===== config.mk =====
export PLATFORM = sky130hd
export DESIGN_NAME = uart_receiver
export DESIGN_NICKNAME = d
export VERILOG_FILES = /design/src/rtl/uart_pkg.sv /design/src/rtl/uart_rx_sync.sv /design/src/rtl/uart_receiver.sv
export SDC_FILE = /design/constraint.sdc
export NUM_CORES = 1
export LEC_CHECK = 0
export ABC_AREA = 0
export BUFFER_PORTS_ARGS = -buffer_cell sky130_fd_sc_hd__buf_4
export CORE_AREA = 2 2 86 72
export DETAILED_ROUTE_END_ITERATION = 7
export DIE_AREA = 0 0 88 74
export GPL_TIMING_DRIVEN = 1
export SETUP_SLACK_MARGIN = 0.2
export SYNTH_ARGS = -nofsm -noshare
export SYNTH_HDL_FRONTEND = slang
export SYNTH_SLANG_ARGS = --single-unit

===== constraint.sdc =====
create_clock -name clk -period 5.7 [get_ports clk]
set_input_delay 0.285 -clock clk [delete_from_list [all_inputs] [get_ports clk]]
set_output_delay 0.285 -clock clk [all_outputs]
set_load 0.02 [all_outputs]

===== src/rtl/uart_pkg.sv =====
// Shared UART definitions: receiver state encoding, oversampling defaults and
// frame-format constants common to both ends of the channel.
package uart_pkg;

    typedef enum logic [2:0] {
        IDLE      = 3'd0,
        START     = 3'd1,
        DATA      = 3'd2,
        PARITY    = 3'd3,
        STOP      = 3'd4,
        WAIT_HIGH = 3'd5
    } rx_state_t;

    localparam int OVERSAMPLE_DEF = 16;
    localparam int DATA_W_DEF     = 8;
    localparam int PARITY_EN_DEF  = 1;

    localparam logic START_BIT  = 1'b0;
    localparam logic STOP_BIT   = 1'b1;
    localparam logic IDLE_LEVEL = 1'b1;

    // Tick index at which a decision is taken, for a given oversampling ratio.
    function automatic int mid_sample(input int os);
        return os / 2 - 1;
    endfunction

    function automatic int last_sample(input int os);
        return os - 1;
    endfunction

    localparam int MID_SAMPLE  = mid_sample(OVERSAMPLE_DEF);
    localparam int LAST_SAMPLE = last_sample(OVERSAMPLE_DEF);

endpackage


===== src/rtl/uart_rx_sync.sv =====
// Multi-stage synchronizer for the asynchronous serial line; resets to the
// idle (high) level so no spurious start bit is seen after reset.
module uart_rx_sync
    import uart_pkg::*;
#(
    parameter int STAGES = 2
) (
    input  logic clk,
    input  logic reset,
    input  logic d,
    output logic q
);

    logic [STAGES-1:0] stage_reg;

    generate
        for (genvar gi = 0; gi < STAGES; gi++) begin : g_stage
            always_ff @(posedge clk) begin
                if (reset) begin
                    stage_reg[gi] <= IDLE_LEVEL;
                end else if (gi == 0) begin
                    stage_reg[gi] <= d;
                end else begin
                    stage_reg[gi] <= stage_reg[(gi > 0) ? gi - 1 : 0];
                end
            end
        end
    endgenerate

    assign q = stage_reg[STAGES-1];

endmodule


===== src/rtl/uart_receiver.sv =====
// UART receive path: oversampled start detection, mid-bit sampling, optional
// even parity check and stop-bit framing check, one report per frame.
module uart_receiver
    import uart_pkg::*;
#(
    parameter int DATA_W     = DATA_W_DEF,
    parameter int OVERSAMPLE = OVERSAMPLE_DEF,
    parameter int PARITY_EN  = PARITY_EN_DEF
) (
    input  logic              clk,
    input  logic              reset,
    input  logic              sample_ENABLE,
    input  logic              Rx_EN,
    input  logic              RxD,
    output logic [DATA_W-1:0] Rx_DATA,
    output logic              Rx_VALID,
    output logic              Rx_FERROR,
    output logic              Rx_PERROR
);

    localparam int CW = $clog2(OVERSAMPLE);
    localparam int BW = (DATA_W > 1) ? $clog2(DATA_W) : 1;
    localparam logic [CW-1:0] MID      = CW'(mid_sample(OVERSAMPLE));
    localparam logic [CW-1:0] LAST     = CW'(last_sample(OVERSAMPLE));
    localparam logic [BW-1:0] LAST_BIT = BW'(DATA_W - 1);

    logic              rxs;
    rx_state_t         state_reg;
    logic [CW-1:0]     tick_cnt_reg;
    logic [BW-1:0]     bit_cnt_reg;
    logic [DATA_W-1:0] shift_reg;
    logic              par_bad_reg;
    logic [CW-1:0]     tick_next;

    assign tick_next = tick_cnt_reg + CW'(1);

    uart_rx_sync #(.STAGES(2)) u_sync (
        .clk   (clk),
        .reset (reset),
        .d     (RxD),
        .q     (rxs)
    );

    always_ff @(posedge clk) begin
        if (reset) begin
            state_reg    <= IDLE;
            tick_cnt_reg <= '0;
            bit_cnt_reg  <= '0;
            shift_reg    <= '0;
            par_bad_reg  <= 1'b0;
            Rx_DATA      <= '0;
            Rx_VALID     <= 1'b0;
            Rx_FERROR    <= 1'b0;
            Rx_PERROR    <= 1'b0;
        end else begin
            Rx_VALID <= 1'b0;
            if (!Rx_EN) begin
                state_reg    <= IDLE;
                tick_cnt_reg <= '0;
                bit_cnt_reg  <= '0;
            end else if (sample_ENABLE) begin
                case (state_reg)
                    IDLE: begin
                        if (rxs == START_BIT) begin
                            state_reg    <= START;
                            tick_cnt_reg <= '0;
                        end
                    end
                    // The detection tick is count 0, so the decision lands
                    // on the tick whose incremented count reaches MID.
                    START: begin
                        if (tick_next == MID) begin
                            tick_cnt_reg <= '0;
                            if (rxs == START_BIT) begin
                                state_reg   <= DATA;
                                bit_cnt_reg <= '0;
                                par_bad_reg <= 1'b0;
                                Rx_FERROR   <= 1'b0;
                                Rx_PERROR   <= 1'b0;
                            end else begin
                                state_reg <= IDLE;
                            end
                        end else begin
                            tick_cnt_reg <= tick_next;
                        end
                    end
                    DATA: begin
                        if (tick_cnt_reg == LAST) begin
                            tick_cnt_reg <= '0;
                            shift_reg    <= {rxs, shift_reg[DATA_W-1:1]};
                            if (bit_cnt_reg == LAST_BIT) begin
                                bit_cnt_reg <= '0;
                                state_reg   <= (PARITY_EN != 0) ? PARITY : STOP;
                            end else begin
                                bit_cnt_reg <= bit_cnt_reg + BW'(1);
                            end
                        end else begin
                            tick_cnt_reg <= tick_next;
                        end
                    end
                    PARITY: begin
                        if (tick_cnt_reg == LAST) begin
                            tick_cnt_reg <= '0;
                            par_bad_reg  <= (^shift_reg) ^ rxs;
                            state_reg    <= STOP;
                        end else begin
                            tick_cnt_reg <= tick_next;
                        end
                    end
                    STOP: begin
                        if (tick_cnt_reg == LAST) begin
                            tick_cnt_reg <= '0;
                            Rx_DATA      <= shift_reg;
                            Rx_FERROR    <= (rxs != STOP_BIT);
                            Rx_PERROR    <= par_bad_reg;
                            Rx_VALID     <= (rxs == STOP_BIT) && !par_bad_reg;
                            state_reg    <= (rxs == STOP_BIT) ? IDLE : WAIT_HIGH;
                        end else begin
                            tick_cnt_reg <= tick_next;
                        end
                    end
                    // A held-low line must return high before a new start.
                    WAIT_HIGH: begin
                        if (rxs == IDLE_LEVEL) begin
                            state_reg <= IDLE;
                        end
                    end
                    default: begin
                        state_reg <= IDLE;
                    end
                endcase
            end
        end
    end

endmodule


Word level (Yosys, flattened, before mapping) --
Cells that the tools add are included.
Operators by class: reductions and logical operators 18, equal/unequal tests 16, bitwise operators 6, muxes and demuxes 27, $add $sub $neg 2
Operators with widths (number):
- 3-bit two-way mux | 12
- 3-bit one-hot mux with 6 select lines | 1
- 2-bit != test (second input constant) | 7
- 4-bit two-way mux | 3
- 4-bit one-hot mux with 3 select lines | 1
- 6-bit AND reduction | 2
- 3-bit == test (second input constant) | 3
- 4-bit AND reduction | 2
- 8-bit AND reduction | 1
- 8-bit parity | 1
- 3-bit by 2-bit == test with 1-bit output (second input constant) | 2
- 1-bit one-hot mux with 2 select lines | 3
- 3-bit one-hot mux with 2 select lines | 1
- 2-bit nonzero test | 3
- 1-bit two-way mux | 5
- 1-bit NOT | 5
- 5-bit AND reduction | 1
- 5-bit OR reduction | 1
- 4-bit by 1-bit adder with 4-bit output (second input constant) | 1
- 4-bit by 3-bit == test with 1-bit output (second input constant) | 1
- 4-bit == test (second input constant) | 1
- 3-bit by 1-bit adder with 3-bit output (second input constant) | 1
- 3-bit by 1-bit == test with 1-bit output (second input constant) | 1
- 3-bit zero test | 1
- 9 further kinds | 9
Word-level totals: register bits after elaboration 32, output and inout port bits 11, word-level logic and storage cells 80, bits of input ports 5

Logic depth before layout (Yosys ltp) --
depth in word-level cells 4, depth in mapped cells 7, depth with buffers taken out 7

Hierarchy --
A second synthesis with hierarchy kept.
Second synthesis, totals: cells, all modules 178, area total of the unflattened synthesis 1571.5 µm²
Modules (own cells, without submodules):
- uart_receiver | cells each 174, seq. area each 600.6 µm², times used 1, area each 1519.0 µm²
- uart_rx_sync | cells each 4, seq. area each 40.0 µm², times used 1, area each 52.6 µm²

Worst setup path after synthesis --
OpenSTA, ideal clock, no wires.
path kind reg-to-reg, from register tick_cnt_reg[0], to register state_reg[1], clock period less this slack 1.923 ns, data required time 5.613 ns, path slack 3.777 ns, setup time 0.087 ns, stages on the path, launching flop included 7, buffers on the path 0, arrival 1.836 ns, cell sequence dfxtp_1 > ha_1 > and3_1 > a21oi_2 > or4b_1 > a31o_1 > o31ai_1
On the way: cells in the longest elaborated chain, start to end 4, elaborated cells between the ends (all ways) 8, classes of those cells add/sub (1); eq/ne (6); reduce/logical (1)
RTL lines:
- start: declaration | RTL line uart_receiver.sv:29 | logic [CW-1:0] tick_cnt_reg;
- start signal: assignment | RTL line uart_receiver.sv:84 | tick_cnt_reg <= tick_next;
- start signal: assignment | RTL line uart_receiver.sv:98 | tick_cnt_reg <= tick_next;
- start signal: assignment | RTL line uart_receiver.sv:107 | tick_cnt_reg <= tick_next;
- 4-bit by 1-bit adder with 4-bit output | RTL line uart_receiver.sv:35 | assign tick_next = tick_cnt_reg + CW'(1);
- 4-bit by 3-bit == test with 1-bit output | RTL line uart_receiver.sv:72 | if (tick_next == MID) begin
- 2-bit != test (no line)
- 8-bit AND reduction (no line) (*)
- end signal: assignment | RTL line uart_receiver.sv:93 | state_reg <= (PARITY_EN != 0) ? PARITY : STOP;
- end signal: assignment | RTL line uart_receiver.sv:117 | state_reg <= (rxs == STOP_BIT) ? IDLE : WAIT_HIGH;
- end: declaration | RTL line uart_receiver.sv:28 | rx_state_t state_reg;
Every way passes the cells marked *; elsewhere a longest branch is shown, timed or not. A chain may end at the register's enable or synchronous reset.

Worst setup path in the final report --
from register state_reg[1], to register state_reg[1]
On the way: cells in the longest elaborated chain, start to end 3, elaborated cells between the ends (all ways) 15, classes of those cells eq/ne (12); mux (1); reduce/logical (2)
RTL lines:
- 3-bit == test (tied with other cells) | RTL line uart_receiver.sv:62 | case (state_reg)
- 2-bit by 1-bit != test with 1-bit output (no line) / 2-bit != test (equally long branches)
- 8-bit AND reduction (no line)
Parallel ways exist; a longest one is shown, timed or not.

==> flow_metrics.tcl <==
set metrics [dict create \
    drtPass1Iterations 4 \
    path_max_fanout 14 \
    cts_root_buf "clkbuf_8" \
    p_leak_nw 0.705 \
    combPwrFrac_pct 3.1 \
    cp_num_buf_inv 0 \
    drv_slew 0 \
    drt_iter0_markers 41 \
    syn-num-nets 194 \
    cts_tree "yes" \
    netlist_area_um2 1650 \
    synth_top_family_by_area "simple AND/OR/NAND/NOR gates" \
    start_util_pct 29.2 \
    gp_congestion 0.833 \
    ys.flop_type "dfxtp_1" \
    yosys.area_share.simple_pct 26.4 \
    num_io_pins 16 \
    period_needed_ps 2140 \
    clock_skew_ps 3.94 \
    grt_pass1_vias 1212 \
    ff2ff_path_depth 5 \
    worstReg2RegEnd "state_reg[1]" \
    vias 1295 \
    cp-start-kind "flop" \
    portBuffers 15 \
    worst_pin_slew_ps 522 \
    pwr-share-seq_pct 49.8 \
    power_frac_clock_pct 47.1 \
    ir_drop_mv 0.164 \
    clkSlewWorstSetupHoldPaths_ps 70 \
    ys_async_sr_fraction_pct 0 \
    finalNetCount 208 \
    numCtsBuffers 5 \
    path_cells "or3b_1 -> a21oi_2 -> or4b_1 -> a31o_1 -> o31ai_1" \
    crit_family "simple AND/OR/NAND/NOR gates" \
    coreArea_um2 5660 \
    dp_cells 273 \
    antenna_cells 0 \
    swShare_pct 20.5 \
    num_rows 25 \
    arrival_ps 2340 \
    syn-instance-count 185 \
    pre_cts_ws_ps 3590 \
    synth_fa_ha_area_share_pct 3.03 \
    p_per_area_nw_per_um2 235 \
    min_from "RxD" \
    holdBufCountCts 0 \
    cts.path.max_buffers 2 \
    antenna_found_initial 0 \
    p_int_w 0.000360 \
    critPathKind "reg2reg" \
    ys_warn_count 0 \
    reg2reg_setup_slack_ps 3560 \
    worstReg2RegStart "state_reg[1]" \
    clock.fmax_ghz 0.466 \
    grt_overflow 0 \
    status "finished, final reports clean" \
    critPathMaxStageDelay_ps 610 \
    synth-seq-area-share_pct 38.8 \
    synth_cell_types 45 \
    grt_use_total_pct 11.0 \
    cts_resized 0 \
    hold_depth 2 \
    dpl.hpwl_um 2280 \
    dieArea_um2 6510 \
    setup.worst_path.end_class "flop" \
    instances_no_fill 281 \
    whs_ps 188 \
    synth_compound_area_share_pct 10.5 \
    setup_tns_ps 0 \
    grt_start_max_net_pins 25 \
    area_growth_syn_to_layout_pct 16.4 \
    clk_latency_ps 280 \
    drc 0 \
    h-tree-depth 2 \
    synth_edf_count 0 \
    die_w_um 88 \
    die_h_um 74 \
    post-route-period-util_pct 37.6 \
    routedWlPerCell_um 11.8 \
    grt_pass1_wl_um 5660 \
    utilization_pct 33.9 \
    worst_path_max_delay_cell "dfxtp_1" \
    synthMuxAreaShare_pct 12.8 \
    worstPathRequired_ps 5890 \
    drive_gt1_share_pct 16.5 \
    slew_headroom_pct 65.1 \
    whs_endpoint "u_sync.stage_reg[0]" \
    mostFrequentLayoutCells "dfxtp_1, nor2_1, mux2i_1" \
    p_sw_w 0.0000927 \
    post_cts_buffers 0 \
    routed_via_density 4.61 \
    cap_violations 0 \
    synth_xor_xnor_area_share_pct 4.55 \
    clock-sinks 32 \
    syn-mean-instance-area_um2 8.93 \
    rsz0062_at_grt "no" \
    hold_viol_final 0 \
    finalWirelength_um 3330 \
    finalSetupViolations 0 \
    ant_nets 0 \
    hold_class "in2reg" \
    ys_ff_latch 32 \
    fin_ws_ps 3560 \
    layout_commonest_cell "dfxtp_1" \
]
[cell usage after synthesis (3+ instances only)]
cell type,count,area (µm²)
and3_1,5,31.3
a21oi_1,10,50.1
nor2b_1,4,25.0
dfxtp_1,32,641
nand3_1,5,25.0
xnor2_1,5,43.8
nand2_1,16,60.1
or2_2,4,25.0
mux2i_1,20,200
nand2b_1,3,18.8
nor2_1,30,113
o21ai_0,6,30.0
ha_1,4,50.1
[final cells by class]
class	instances	area [µm²]
clock buffer	6	72.6
clock inverter	2	35.0
fill	598	3740
tap	81	101
timing repair buffer	16	120
inverter	2	7.51
multi-input combinational	142	945
sequential	32	641
[through the flow]
step                      instance area [µm²]  power [W]
after detailed placement                 1810   0.000245
final                                    1920   0.000452
after global placement                   1810   0.000245
after floorplan                          1650   0.000240
after CTS                                1920   0.000459
after global routing                     1920   0.000467
[worst reg2reg max path, stage by stage (launching register included)]
cell,delay [ps]
dfxtp_1,610
or3b_1,310
a21oi_2,120
or4b_1,560
a31o_1,240
o31ai_1,220
[worst max-delay path by stage]
stage,endpoint,start,depth (start not counted)
3_3_place_gp,Rx_FERROR,state_reg[2],5
5_1_grt,state_reg[1],state_reg[1],5
2_1_floorplan,state_reg[1],tick_cnt_reg[0],6
4_1_cts,state_reg[1],state_reg[1],5
3_5_place_dp,state_reg[1],state_reg[1],5
6_report,state_reg[1],state_reg[1],5
[power groups by stage]
stage	Clock (W)	Combinational, W	Sequential [W]
2_1_floorplan	0	0.0000104	0.000230
3_3_place_gp	0	0.0000140	0.000231
3_5_place_dp	0	0.0000140	0.000231
4_1_cts	0.000219	0.0000139	0.000225
5_1_grt	0.000226	0.0000156	0.000225
6_report	0.000213	0.0000139	0.000225
[cell families after synthesis]
logic type / Yosys count
simple gates: 82
mux: 21
compound gates: 28
xor+xnor: 7
buf+inv: 11
fa+ha+maj: 4
flops: 32
[layer usage]
| metal | global-route usage, % | wire length, µm |
|---|---|---|
| met5 | 0 | 0 |
| met4 | 3.76 | 17 |
| met3 | 2.66 | 140 |
| met2 | 16.5 | 1460 |
| met1 | 15.6 | 1710 |
No activity file was read; power rests on OpenSTA's default activity.
